[src/rtl/alu_exec_if.sv]
// Valid/ready operand and result bus between ALU control, the execute stage and writeback.
interface alu_exec_if #(
  parameter int unsigned WIDTH = 16
);
  logic             in_valid;
  logic             in_ready;
  logic [3:0]       alu_control;
  logic [WIDTH-1:0] a;
  logic [WIDTH-1:0] b;
  logic             out_valid;
  logic             out_ready;
  logic [WIDTH-1:0] result;
  logic             zero;
  logic             overflow;
  logic             illegal;

  modport master (
    output in_valid, alu_control, a, b, out_ready,
    input  in_ready, out_valid, result, zero, overflow, illegal
  );

  modport slave (
    input  in_valid, alu_control, a, b, out_ready,
    output in_ready, out_valid, result, zero, overflow, illegal
  );
endinterface

[src/rtl/alu_exec_unit.sv]
// Execute stage: registered ALU result with Zero/Overflow/Illegal flags and a valid/ready handshake.
// Define ALU_FAST_SHIFT_EN for a single-cycle barrel shifter; otherwise shifts iterate one bit per cycle.
module alu_exec_unit #(
  parameter int unsigned WIDTH   = 16,
  parameter int unsigned SHAMT_W = 4
) (
  input logic        clk,
  input logic        rst,
  alu_exec_if.slave  bus
);
  localparam int unsigned MSB = WIDTH - 1;

  localparam logic [3:0] OP_AND = 4'b0000;
  localparam logic [3:0] OP_SLT = 4'b0001;
  localparam logic [3:0] OP_OR  = 4'b0010;
  localparam logic [3:0] OP_XOR = 4'b0011;
  localparam logic [3:0] OP_ADD = 4'b0100;
  localparam logic [3:0] OP_SLL = 4'b0110;
  localparam logic [3:0] OP_SRA = 4'b0111;
  localparam logic [3:0] OP_SUB = 4'b1100;

  typedef enum logic [1:0] {IDLE, SHIFT, DONE} state_t;

  state_t             state, state_d;
  logic [WIDTH-1:0]   result_q, result_d;
  logic               zero_q, zero_d;
  logic               ovf_q, ovf_d;
  logic               illegal_q, illegal_d;
  logic               out_valid_q, out_valid_d;
  logic [WIDTH-1:0]   shreg, shreg_d;
  logic [SHAMT_W-1:0] cnt, cnt_d;
  logic               sra_q, sra_d;

  logic [SHAMT_W-1:0] shamt;
  logic [WIDTH-1:0]   sum, diff, shifted;
  logic [WIDTH-1:0]   alu_res;
  logic               alu_ovf, alu_ill, alu_multi, alu_sra;
  logic               accept;

  assign shamt   = bus.b[SHAMT_W-1:0];
  assign sum     = bus.a + bus.b;
  assign diff    = bus.a - bus.b;
  assign shifted = sra_q ? {shreg[MSB], shreg[MSB:1]} : {shreg[MSB-1:0], 1'b0};

  assign bus.in_ready  = (state == IDLE) || ((state == DONE) && bus.out_ready);
  assign accept        = bus.in_valid && bus.in_ready;
  assign bus.out_valid = out_valid_q;
  assign bus.result    = result_q;
  assign bus.zero      = zero_q;
  assign bus.overflow  = ovf_q;
  assign bus.illegal   = illegal_q;

  // Single-cycle datapath; alu_multi flags shifts that must go through the iterative shifter
  always_comb begin
    alu_res   = '0;
    alu_ovf   = 1'b0;
    alu_ill   = 1'b0;
    alu_multi = 1'b0;
    alu_sra   = 1'b0;
    case (bus.alu_control)
      OP_AND: alu_res = bus.a & bus.b;
      OP_SLT: alu_res = WIDTH'($signed(bus.a) < $signed(bus.b));
      OP_OR:  alu_res = bus.a | bus.b;
      OP_XOR: alu_res = bus.a ^ bus.b;
      OP_ADD: begin
        alu_res = sum;
        alu_ovf = (bus.a[MSB] == bus.b[MSB]) && (sum[MSB] != bus.a[MSB]);
      end
      OP_SUB: begin
        alu_res = diff;
        alu_ovf = (bus.a[MSB] != bus.b[MSB]) && (diff[MSB] != bus.a[MSB]);
      end
`ifdef ALU_FAST_SHIFT_EN
      OP_SLL: alu_res = bus.a << shamt;
      OP_SRA: begin
        alu_res = WIDTH'($signed(bus.a) >>> shamt);
        alu_sra = 1'b1;
      end
`else
      OP_SLL: begin
        alu_res   = bus.a;
        alu_multi = (shamt != '0);
      end
      OP_SRA: begin
        alu_res   = bus.a;
        alu_multi = (shamt != '0);
        alu_sra   = 1'b1;
      end
`endif
      default: alu_ill = 1'b1;
    endcase
  end

  // Next-state and output-register load logic
  always_comb begin
    state_d     = state;
    result_d    = result_q;
    zero_d      = zero_q;
    ovf_d       = ovf_q;
    illegal_d   = illegal_q;
    out_valid_d = out_valid_q;
    shreg_d     = shreg;
    cnt_d       = cnt;
    sra_d       = sra_q;

    case (state)
      IDLE: ;
      SHIFT: begin
        shreg_d = shifted;
        cnt_d   = cnt - SHAMT_W'(1);
        if (cnt == SHAMT_W'(1)) begin
          result_d    = shifted;
          zero_d      = (shifted == '0);
          ovf_d       = 1'b0;
          illegal_d   = 1'b0;
          out_valid_d = 1'b1;
          state_d     = DONE;
        end
      end
      DONE: begin
        if (bus.out_ready && !bus.in_valid) begin
          out_valid_d = 1'b0;
          state_d     = IDLE;
        end
      end
      default: state_d = IDLE;
    endcase

    // A new operation may be accepted from IDLE or from DONE while the result drains
    if (accept) begin
      if (alu_multi) begin
        shreg_d     = bus.a;
        cnt_d       = shamt;
        sra_d       = alu_sra;
        out_valid_d = 1'b0;
        state_d     = SHIFT;
      end else begin
        result_d    = alu_res;
        zero_d      = (alu_res == '0);
        ovf_d       = alu_ovf;
        illegal_d   = alu_ill;
        out_valid_d = 1'b1;
        state_d     = DONE;
      end
    end
  end

  always_ff @(posedge clk or posedge rst) begin
    if (rst) begin
      state       <= IDLE;
      result_q    <= '0;
      zero_q      <= 1'b0;
      ovf_q       <= 1'b0;
      illegal_q   <= 1'b0;
      out_valid_q <= 1'b0;
      shreg       <= '0;
      cnt         <= '0;
      sra_q       <= 1'b0;
    end else begin
      state       <= state_d;
      result_q    <= result_d;
      zero_q      <= zero_d;
      ovf_q       <= ovf_d;
      illegal_q   <= illegal_d;
      out_valid_q <= out_valid_d;
      shreg       <= shreg_d;
      cnt         <= cnt_d;
      sra_q       <= sra_d;
    end
  end
endmodule

[src/flat_wrapper.sv]
// flat-port wrapper written by rule: the top's interface ports become plain ports
module alu_exec_unit_flat 
#(
  parameter int unsigned WIDTH   = 16,
  parameter int unsigned SHAMT_W = 4
)
  (clk, rst, bus_in_valid, bus_alu_control, bus_a, bus_b, bus_out_ready, bus_in_ready, bus_out_valid, bus_result, bus_zero, bus_overflow, bus_illegal);
  alu_exec_if #(.WIDTH(WIDTH)) bus_i ();
  input logic clk;
  input logic rst;
  input wire logic [$bits(bus_i.in_valid)-1:0] bus_in_valid;
  input wire logic [$bits(bus_i.alu_control)-1:0] bus_alu_control;
  input wire logic [$bits(bus_i.a)-1:0] bus_a;
  input wire logic [$bits(bus_i.b)-1:0] bus_b;
  input wire logic [$bits(bus_i.out_ready)-1:0] bus_out_ready;
  output wire logic [$bits(bus_i.in_ready)-1:0] bus_in_ready;
  output wire logic [$bits(bus_i.out_valid)-1:0] bus_out_valid;
  output wire logic [$bits(bus_i.result)-1:0] bus_result;
  output wire logic [$bits(bus_i.zero)-1:0] bus_zero;
  output wire logic [$bits(bus_i.overflow)-1:0] bus_overflow;
  output wire logic [$bits(bus_i.illegal)-1:0] bus_illegal;
  assign bus_i.in_valid = bus_in_valid;
  assign bus_i.alu_control = bus_alu_control;
  assign bus_i.a = bus_a;
  assign bus_i.b = bus_b;
  assign bus_i.out_ready = bus_out_ready;
  assign bus_in_ready = bus_i.in_ready;
  assign bus_out_valid = bus_i.out_valid;
  assign bus_result = bus_i.result;
  assign bus_zero = bus_i.zero;
  assign bus_overflow = bus_i.overflow;
  assign bus_illegal = bus_i.illegal;
  alu_exec_unit #(.WIDTH(WIDTH), .SHAMT_W(SHAMT_W)) u_core (.clk(clk), .rst(rst), .bus(bus_i));
endmodule
[config.mk]
export PLATFORM = sky130hd
export DESIGN_NAME = alu_exec_unit_flat
export DESIGN_NICKNAME = d
export VERILOG_FILES = /design/src/rtl/alu_exec_if.sv /design/src/rtl/alu_exec_unit.sv /design/src/flat_wrapper.sv
export SDC_FILE = /design/constraint.sdc
export NUM_CORES = 1
export LEC_CHECK = 0
export ABC_AREA = 1
export CAP_MARGIN = 20
export CORE_UTILIZATION = 53
export DETAILED_ROUTE_END_ITERATION = 10
export PLACE_DENSITY = 0.79
export SLEW_MARGIN = 20
export SYNTH_ARGS = -nofsm -noshare
export SYNTH_HDL_FRONTEND = slang
export SYNTH_SLANG_ARGS = --single-unit
[constraint.sdc]
create_clock -name clk -period 1.8 [get_ports clk]
set_input_delay 0.45 -clock clk [delete_from_list [all_inputs] [get_ports clk]]
set_output_delay 0.45 -clock clk [all_outputs]
set_load 0.01 [all_outputs]
==> results.md, run 1 <==
* Seq/Total Area, Yosys at 0.196
* GRT Resource Usage Total at 0.716
* Initial Utilization at 0.555
* Post-Synthesis Cells at 899
* H-tree depth at 2
* Mapped Avg Cell Area at 6.12 um2
* Worst_ep kind: register input
* Worst EP post-GRT repair: u_core.bus.zero$_DFF_PP0_/D
* CTS Buffer Depth at 2
* Distinct cells, synth at 41
* Die W at 104 um
* EDFF count, synth at 0
* Placed instance count at 1234
* RePlAce Congestion at 1.01
* GRT overflow at 23
* Synthesized area at 5500 um2
* Rows at 36
* Syn nets at 1001
* Async set-reset flop share out of synthesis at 1.00
* Failed at: global routing
* Status: did not finish
* Clock Tree Root: clkbuf_8
* Hold-fix buffers, CTS at 0
* Clock sinks at 43
* DP HPWL at 15200 um
* Seq cells post-synth at 43
* Prevailing post-synth register cell: dfrtp_1
* Synth Warn # at 0
* IO Pins at 61
* Die Ht at 104 um
* IO Port Bufs at 60
* Largest net degree at the start of global routing at 34
* Stop Error: [ERROR GRT-0232] Routing congestion too high. Check the congestion heatmap in the GUI.
* CTS Buf Count at 5
-- through the flow --
stage	setup slack [ns]	TNS [ns]	util	area, um2
CTS	-0.184	-0.491	0.889	8810
detailed placement	-1.05	-26.73	0.784	7770
global placement	-1.04	-24.88	0.784	7770
floorplan	-0.134	-0.290	-	5830
-- routing by layer --
layer | GRT overflow | track usage
met1 | 0 | 0.735
met2 | 12 | 0.930
met3 | 0 | 0.469
met4 | 11 | 0.731
met5 | 0 | 0.148
-- timing repair --
| item | CTS |
|---|---|
| pin swaps | 115 |
| setup endpoints to repair | 43 |
| endpoints found under the hold margin | 0 |
| resized for setup | 317 |
| cloned | 1 |
| setup buffers | 36 |
-- synthesized netlist by cell type, types with 2 or more instances --
| cell type | n | area, um2 |
|---|---|---|
| o22ai_1 | 20 | 125 |
| o21a_1 | 3 | 22.5 |
| buf_4 | 4 | 30.0 |
| o21bai_1 | 2 | 15.0 |
| buf_6 | 5 | 56.3 |
| nand2_2 | 3 | 18.8 |
| nor2_2 | 3 | 18.8 |
| inv_1 | 147 | 552 |
| nor2_4 | 3 | 33.8 |
| a21oi_2 | 2 | 17.5 |
| clkbuf_1 | 7 | 26.3 |
| fa_1 | 2 | 40.0 |
| mux2i_1 | 6 | 60.1 |
| nand3_1 | 76 | 380 |
| inv_2 | 6 | 22.5 |
| xnor2_1 | 2 | 17.5 |
| a21oi_1 | 27 | 135 |
| nor2_1 | 76 | 285 |
| nor4_1 | 2 | 12.5 |
| buf_2 | 12 | 60.1 |
| a211oi_1 | 3 | 22.5 |
| o21ai_1 | 20 | 100 |
| o21ai_0 | 50 | 250 |
| nand2_1 | 264 | 991 |
| o211ai_1 | 20 | 150 |
| dfrtp_1 | 43 | 1080 |
| nor3_1 | 6 | 30.0 |
| ha_1 | 60 | 751 |
| nand4_1 | 11 | 68.8 |
| xor2_1 | 3 | 26.3 |
-- cell families after synthesis --
family	share of synthesized area
AOI/OAI and AO/OA	0.160
xor gates and xnor gates	0.00796
adders and majority gates	0.144
buffers and inverters	0.138
DFF	0.196
muxes	0.0109
and+or+nand+nor	0.344
==> run 2: changes to the inputs <==
--- a/config.mk
+++ b/config.mk
@@ -7,9 +7,9 @@
 export LEC_CHECK = 0
 export ABC_AREA = 1
 export CAP_MARGIN = 20
-export CORE_UTILIZATION = 53
+export CORE_UTILIZATION = 40
 export DETAILED_ROUTE_END_ITERATION = 10
-export PLACE_DENSITY = 0.79
+export PLACE_DENSITY_LB_ADDON = 0.15
 export SLEW_MARGIN = 20
 export SYNTH_ARGS = -nofsm -noshare
 export SYNTH_HDL_FRONTEND = slang
==> constraint.sdc (replaced) <==
create_clock -name clk -period 2.3 [get_ports clk]
set_input_delay 0.575 -clock clk [delete_from_list [all_inputs] [get_ports clk]]
set_output_delay 0.575 -clock clk [all_outputs]
set_load 0.01 [all_outputs]
==> run 2 against run 1 <==
Net effect: synthesized cell count did not move; the flow now finishes without violations; area after synthesis did not move.
==> results.md, run 2 <==
* Final Hold Viols at 0
* Clock Tree Root: clkbuf_16 (was clkbuf_8)
* Slowest-stage cell, CP: dlygate4sd2_1
* Met1 GRT Util at 0.363
* Clock Skews at 0.00710 ns
* Achievable Freq at 443 MHz
* Prevailing post-synth register cell: dfrtp_1 (unchanged)
* Rows at 42 (was 36)
* Worst Path Max Fanout at 5
* Commonest non-fill, non-tap cells in the layout: nand2_1 (233), buf_4 (167), inv_1 (110), nand3_1 (61), nor2_1 (59)
* Hold WC Path Type: reg -> reg
* TNS Setup at 0 ns
* Vias at 6602
* CP Launch Type: input pin
* NetSw at 2.07 mW
* Arrival @ worst endpoint at 2.48 ns
* Slew margin rel. at 0.671
* Leakage at 4.31 nW
* H-tree depth at 2 (unchanged)
* Final setup viols at 0
* Clk Latency, worst-skew pair at 0.29 ns
* Largest net degree at the start of global routing at 44
* Hold-fix buffers, CTS at 0 (unchanged)
* RSZ-0062 raised after global routing: yes
* Post-Synthesis Cells at 899 (unchanged)
* EDFF count, synth at 0 (unchanged)
* Slew Viols, Final at 0
* Die footprint at 14200 um2
* Vias per inst at 5.12
* Ranking of synthesized cells by area: dfrtp_1 (20%), nand2_1 (18%), ha_1 (14%) (unchanged)
* IO Pins at 61 (unchanged)
* Post-Route WL at 18700 um
* Total Nets Final at 1215
* Area growth syn-to-layout at 50.2%
* Die Ht at 119 um (was 104 um)
* Most frequent cell after synthesis: nand2_1 (unchanged)
* # diodes at 0
* Drt pass-1 iters at 5
* DRT iter0 DRCs at 608
* Post-route cell area at 8260 um2
* Comb pwr share at 0.556
* Most common cell after layout, fill and taps aside: nand2_1
* Mapped Avg Cell Area at 6.12 um2 (unchanged)
* Critical path endpoint category: register
* IO Port Bufs at 60 (unchanged)
* Synthesized area at 5500 um2 (unchanged)
* Seq cells post-synth at 43 (unchanged)
* RePlAce Congestion at 0.957 (was 1.01)
* Clk pwr share at 0.180
* Clock sinks at 43 (unchanged)
* Initial Utilization at 0.412 (was 0.555)
* Cell taking the most area after synthesis: dfrtp_1 (unchanged)
* Share of layout cells above drive strength 1 at 0.313
* Synth Area in Compound Gates at 0.160 (unchanged)
* Max Cap Violations at 0
* Commonest cells post-synth: nand2_1 (264), inv_1 (147), nand3_1 (76), nor2_1 (76), ha_1 (60) (unchanged)
* Remaining antenna violation count after routing at 0
* Fin Hold WS at 0.493 ns
* Die W at 119 um (was 104 um)
* Routed WL per cell at 14.5 um
* Fin crit share at 0.981
* Mux contribution to synthesized area at 0.0109 (unchanged)
* GRT overflow at 0
* Core Footprint at 13300 um2
* Crit path required time at 2.52 ns
* Vias in the first global route at 6264
* Initial antenna violation count at 0
* Main combinational cell family by area after synthesis: simple AND/OR/NAND/NOR gates (unchanged)
* Flop pwr share at 0.264
* Placed cell area at 7460 um2 (was 7770 um2)
* Fill count at 1276
* CTS Buffer Depth at 2 (unchanged)
* Post-Synth Adder-Cell Area at 0.144 (unchanged)
* Distinct cells, synth at 41 (unchanged)
* First-pass GRT wire length at 30600 um
* Synth top area share at 0.196 (unchanged)
* Seq/Total Area, Yosys at 0.196 (unchanged)
* DRC Markers at 0
* Async set-reset flop share out of synthesis at 1.00 (unchanged)
* GRT Resource Usage Total at 0.271
* Synth Warn # at 0 (unchanged)
* Status: complete, no violations (was did not finish)
* CTS tree: built
* Synth Area in Simple Gates at 0.344 (unchanged)
* DP HPWL at 15000 um (was 15200 um)
* Layer with the highest usage: met2
* Power Internal at 3.03 mW
* Post-layout min period at 2.26 ns
* Reg clk slew, reported paths at 0.06 ns
* Met3 Use GR at 0.0216
* Synth Area in XOR/XNOR at 0.00796 (unchanged)
* Switch share at 0.406
* M2 GR Usage at 0.467
* Slowest cell delay on critical path at 0.25 ns
* Syn nets at 1001 (unchanged)
* CTS Buf Count at 5 (unchanged)
* Crit path cell chain: dlygate4sd2_1 > inv_2 > ha_4 > buf_4 > nor2_4 > buf_6 > nand2_2 > nor3_2 > nand2_2 > nand3_1 > nand2_1 > nand3_1 > nand3_2 > nor2_1 > nand3_1 > o21bai_2
* Most frequent CP cell: nand3_1
* Maximum VDD drop at 0.337 mV
* Power Density at 618 nW/um2
* Crit path kind: in -> reg
* Slew @ Worst Pin at 0.492 ns
[run 2: cell counts after synthesis]
Identical to the previous run, type by type.
[run 2: cells by family after synthesis]
logic type               after synthesis
XOR/XNOR                               5
buffers and inverters                183
adder cells (fa/ha/maj)               62
flip-flops                            43
AO/OA/AOI/OAI                        151
multiplexers                           6
AND/OR/NAND/NOR                      449
[run 2: worst paths after layout]
check                                          start                   end  slack [ns]  cells past startpoint
worst max register to register          u_core.sra_q       u_core.bus.zero        0.28                      7
worst min-delay path            u_core.bus.out_valid  u_core.bus.out_valid        0.49                      2
min in group asynchronous                        rst      u_core.shreg[14]        0.63                      3
worst min register to register  u_core.bus.out_valid  u_core.bus.out_valid        0.49                      2
worst max-delay path                        bus_b[6]       u_core.bus.zero        0.04                     16
max in group asynchronous                        rst  u_core.bus.result[1]        1.46                      3
[run 2: final cells by class]
type	instances	area, um2	area share
well taps	176	220	0.0266
clock buffers	6	129	0.0156
inverters	154	583	0.0706
clock inverters	2	60.1	0.00727
flip-flops and latches	43	1080	0.130
multi-input cells	673	4220	0.511
repair buffers	236	1980	0.239
[run 2: power groups by stage]
| stage | sequential, mW | combinational [mW] | clock [mW] |
|---|---|---|---|
| after CTS | 1.35 | 2.79 | 0.929 |
| after floorplan | 1.34 | 1.49 | 0 |
| after global placement | 1.35 | 2.61 | 0 |
| final | 1.35 | 2.84 | 0.918 |
| after detailed placement | 1.36 | 2.63 | 0 |
| after global routing | 1.39 | 3.15 | 0.956 |
[run 2: metrics by stage]
step	power [mW]	worst slack, ns	instances	util
2_1_floorplan	2.83	0.0426	899	-
3_3_place_gp	3.96	-0.742	1273	0.559
3_5_place_dp	3.99	-0.713	1273	0.559
4_1_cts	5.07	0.0000799	1287	0.612
5_1_grt	5.50	-0.0455	1290	0.619
6_report	5.11	0.0430	1290	0.619
[run 2: critical path: cells and delay by family]
family	cells	cell delay [ns]
buf+inv	4	0.60
fa+ha+maj	1	0.22
simple gates	10	0.97
compound gates	1	0.11
[run 2: layer usage]
metal / share of wire / wire (um)
met4: 0.021 / 395
met1: 0.45 / 8460
met3: 0.054 / 1000
met5: 0 / 0
met2: 0.47 / 8840
[run 2: timing repair]
action                                 CTS  global route
setup buffers                            6             3
endpoints found under the hold margin    0             0
pin swaps                               46            16
setup endpoints to repair               16            30
resized for setup                      175            37
Note: power is estimated with default switching activity, not from simulation.
==> run 3: changes to the inputs <==
--- a/config.mk
+++ b/config.mk
@@ -7,7 +7,7 @@
 export LEC_CHECK = 0
 export ABC_AREA = 1
 export CAP_MARGIN = 20
-export CORE_UTILIZATION = 40
+export CORE_UTILIZATION = 55
 export DETAILED_ROUTE_END_ITERATION = 10
 export PLACE_DENSITY_LB_ADDON = 0.15
 export SLEW_MARGIN = 20
==> constraint.sdc (replaced) <==
create_clock -name clk -period 2.3 [get_ports clk]
set_input_delay 0.575 -clock clk [delete_from_list [all_inputs] [get_ports clk]]
set_output_delay 0.575 -clock clk [all_outputs]
set_load 0.05 [all_outputs]
==> run 3 against run 2 <==
Net effect: the flow now finishes with violations (DRC, setup timing); via count is 24% higher; combinational power is 37% higher; sequential cell count is the same; clock power down 23%; largest power group unchanged; final cell count decreased by 1.8%; global-route usage up 19 points; wire length grew 49%; non-clock buffer count rose by 18.
==> results.md, run 3 (synthesis results as in run 2) <==
* Status: finished with violations (was complete, no violations)
* Hold-fix buffers, CTS at 0 (unchanged)
* Remaining antenna violation count after routing at 0 (unchanged)
* Reg clk slew, reported paths at 0.08 ns (was 0.06 ns)
* Clk Latency, worst-skew pair at 0.31 ns (was 0.29 ns)
* Family with the most delay on the worst path: simple AND/OR/NAND/NOR gates (unchanged)
* GRT Resource Usage Total at 0.465 (was 0.271)
* RePlAce Congestion at 0.970 (was 0.957)
* Initial Utilization at 0.565 (was 0.412)
* Crit path buf inv count at 3 (was 4)
* WHS Endpoint: u_core.bus.out_valid (unchanged)
* Comb pwr share at 0.645 (was 0.556)
* RSZ-0062 raised after global routing: yes (unchanged)
* Slew @ Worst Pin at 0.808 ns (was 0.492 ns)
* Vias in the first global route at 7442 (was 6264)
* Clk pwr share at 0.117 (was 0.180)
* R2r setup slk at -0.27 ns (was 0.28 ns)
* Clock sinks at 43 (unchanged)
* Fill count at 493 (was 1276)
* Max Cap Violations at 0 (unchanged)
* NetSw at 3.07 mW (was 2.07 mW)
* Place WS at -0.744 ns (was -0.713 ns)
* Power Density at 703 nW/um2 (was 618 nW/um2)
* IO Port Bufs at 60 (unchanged)
* Final setup viols at 10 (was 0)
* CP Launch Type: input pin (unchanged)
* Fin Hold WS at 0.509 ns (was 0.493 ns)
* Slowest-stage cell, CP: fa_2 (was dlygate4sd2_1)
* Clock Tree Root: clkbuf_8 (was clkbuf_16)
* Hold WC Path Type: reg -> reg (unchanged)
* Worst reg2reg path startpoint: u_core.sra_q (unchanged)
* Routed WL per cell at 22.0 um (was 14.5 um)
* Die W at 102 um (was 119 um)
* Hold path start: u_core.bus.out_valid (unchanged)
* Power Internal at 2.95 mW (was 3.03 mW)
* Largest net degree at the start of global routing at 33 (was 44)
* Crit path required time at 2.54 ns (was 2.52 ns)
* Vias per inst at 6.45 (was 5.12)
* Post-layout min period at 2.74 ns (was 2.26 ns)
* Critical path endpoint category: register (unchanged)
* CTS Buffer Depth at 2 (unchanged)
* DRT iter0 DRCs at 1154 (was 608)
* TNS Setup at -1.76 ns (was 0 ns)
* Maximum VDD drop at 0.667 mV (was 0.337 mV)
* Hold path depth at 2 (unchanged)
* GRT overflow at 0 (unchanged)
* CTS tree: built (unchanged)
* Failing checks: DRC, setup timing
* IO Pins at 61 (unchanged)
* Arrival @ worst endpoint at 2.98 ns (was 2.48 ns)
* Post-Route WL at 27800 um (was 18700 um)
* Drt pass-1 iters at 11 (was 5)
* Share of layout cells above drive strength 1 at 0.367 (was 0.313)
* First-pass GRT wire length at 36800 um (was 30600 um)
* Vias at 8166 (was 6602)
* CTS Buf Count at 5 (unchanged)
* Switch share at 0.510 (was 0.406)
* Fin crit share at 1.19 (was 0.981)
* Die Ht at 102 um (was 119 um)
* Rows at 36 (was 42)
* Final Hold Viols at 0 (unchanged)
* DP HPWL at 16400 um (was 15000 um)
* H-tree depth at 2 (unchanged)
* Clock Skews at 0.00849 ns (was 0.00710 ns)
* Crit path cell chain: buf_4 > ha_4 > inv_2 > fa_2 > inv_2 > nand3_4 > nand2_4 > nand2_2 > nand2_2 > nand2_1 > nand2_1 > nor2_2 > nor2_4 > nand3_2 > nor2_2 > nand3_2 > o21bai_2 (was dlygate4sd2_1 > inv_2 > ha_4 > buf_4 > nor2_4 > buf_6 > nand2_2 > nor3_2 > nand2_2 > nand3_1 > nand2_1 > nand3_1 > nand3_2 > nor2_1 > nand3_1 > o21bai_2)
* Worst setup margin at -0.438 ns (was 0.0430 ns)
* Achievable Freq at 365 MHz (was 443 MHz)
* Flop pwr share at 0.237 (was 0.264)
* Most common cell after layout, fill and taps aside: nand2_1 (unchanged)
* Initial antenna violation count at 3 (was 0)
* Slew margin rel. at 0.457 (was 0.671)
* Slowest cell delay on critical path at 0.35 ns (was 0.25 ns)
* Reg2reg end: u_core.bus.zero (unchanged)
* Area growth syn-to-layout at 55.6% (was 50.2%)
* Worst Path Max Fanout at 4 (was 5)
* Die footprint at 10400 um2 (was 14200 um2)
* Leakage at 4.43 nW (was 4.31 nW)
* FF-to-FF path depth at 7 (unchanged)
* Slew Viols, Final at 0 (unchanged)
* Crit path kind: in -> reg (unchanged)
* DRC Markers at 26 (was 0)
* Core Footprint at 9730 um2 (was 13300 um2)
* Total Nets Final at 1233 (was 1215)
* Commonest non-fill, non-tap cells in the layout: nand2_1 (221), buf_4 (183), inv_1 (100), inv_2 (51) (was nand2_1 (233), buf_4 (167), inv_1 (110), nand3_1 (61), nor2_1 (59))
* Post-layout power at 6.02 mW (was 5.11 mW)
[run 3: cell types whose count changed in the layout (fill, tap and decap cells not counted), moves of 9 or more]
cell	change
buf_4	+16
nand2_1	-12
nand3_1	-11
inv_1	-10
inv_2	+9
nand2_2	+9
nor2_1	-9
[run 3: per-stage QoR]
| stage | area [um2] | std cells | util |
|---|---|---|---|
| 3_5_place_dp | 7470 | 1232 | 0.768 |
| 2_1_floorplan | 5500 | 899 | - |
| 3_3_place_gp | 7470 | 1232 | 0.768 |
| 4_1_cts | 8200 | 1249 | 0.843 |
| 5_1_grt | 8560 | 1267 | 0.880 |
| 6_report | 8560 | 1267 | 0.880 |
[run 3: area by class of cell]
type / count / area (um2) / area share
Sequential cell: 43 / 1080 / 0.126
Inverter: 154 / 583 / 0.0681
Antenna cell: 2 / 5.00 / 0.000585
Multi-Input combinational cell: 673 / 4430 / 0.518
Timing Repair Buffer: 254 / 2170 / 0.253
Tap cell: 133 / 166 / 0.0194
Clock buffer: 6 / 72.6 / 0.00848
Clock inverter: 2 / 60.1 / 0.00701
[run 3: repair_timing]
item | in CTS | in global routing
endpoints found under the setup margin | 18 | 12
buffers inserted | 9 | 16
pin swaps | 60 | 46
gates resized for setup | 190 | 98
[run 3: worst max-delay path by stage]
stage,from,end,slack (ns),depth (start not counted)
finish,bus_b[0],u_core.bus.zero,-0.44,17
global placement,bus_b[0],u_core.bus.zero,-0.62,17
floorplan,bus_b[0],u_core.bus.zero,0.04,16
detailed placement,bus_a[0],u_core.bus.zero,-0.74,17
global route,bus_b[0],u_core.bus.zero,-0.51,17
CTS,bus_b[14],u_core.bus.zero,0.009,13
[run 3: per-layer routing]
layer	vias to the layer above	track usage	share of wire
met5	-	0	0
met2	844	0.773	0.42
met3	347	0.149	0.15
met1	3632	0.504	0.32
met4	0	0.316	0.11
li1	3343	-	-
[run 3: worst reg2reg max path: cells and delay by family (launching register included)]
family                 cells  cell delay [ns]
AND/OR/NAND/NOR            3             1.06
flip-flops                 1             0.54
multiplexers               1             0.37
AO/OA/AOI/OAI              2             0.31
buffers and inverters      1             0.24
[run 3: power groups by stage]
| stage | Clock (mW) | Combinational (mW) | Sequential, mW |
|---|---|---|---|
| after floorplan | 0 | 1.52 | 1.78 |
| after global placement | 0 | 3.08 | 1.35 |
| after detailed placement | 0 | 3.18 | 1.37 |
| after CTS | 0.689 | 3.41 | 1.35 |
| after global routing | 0.736 | 4.10 | 1.45 |
| final | 0.705 | 3.88 | 1.43 |
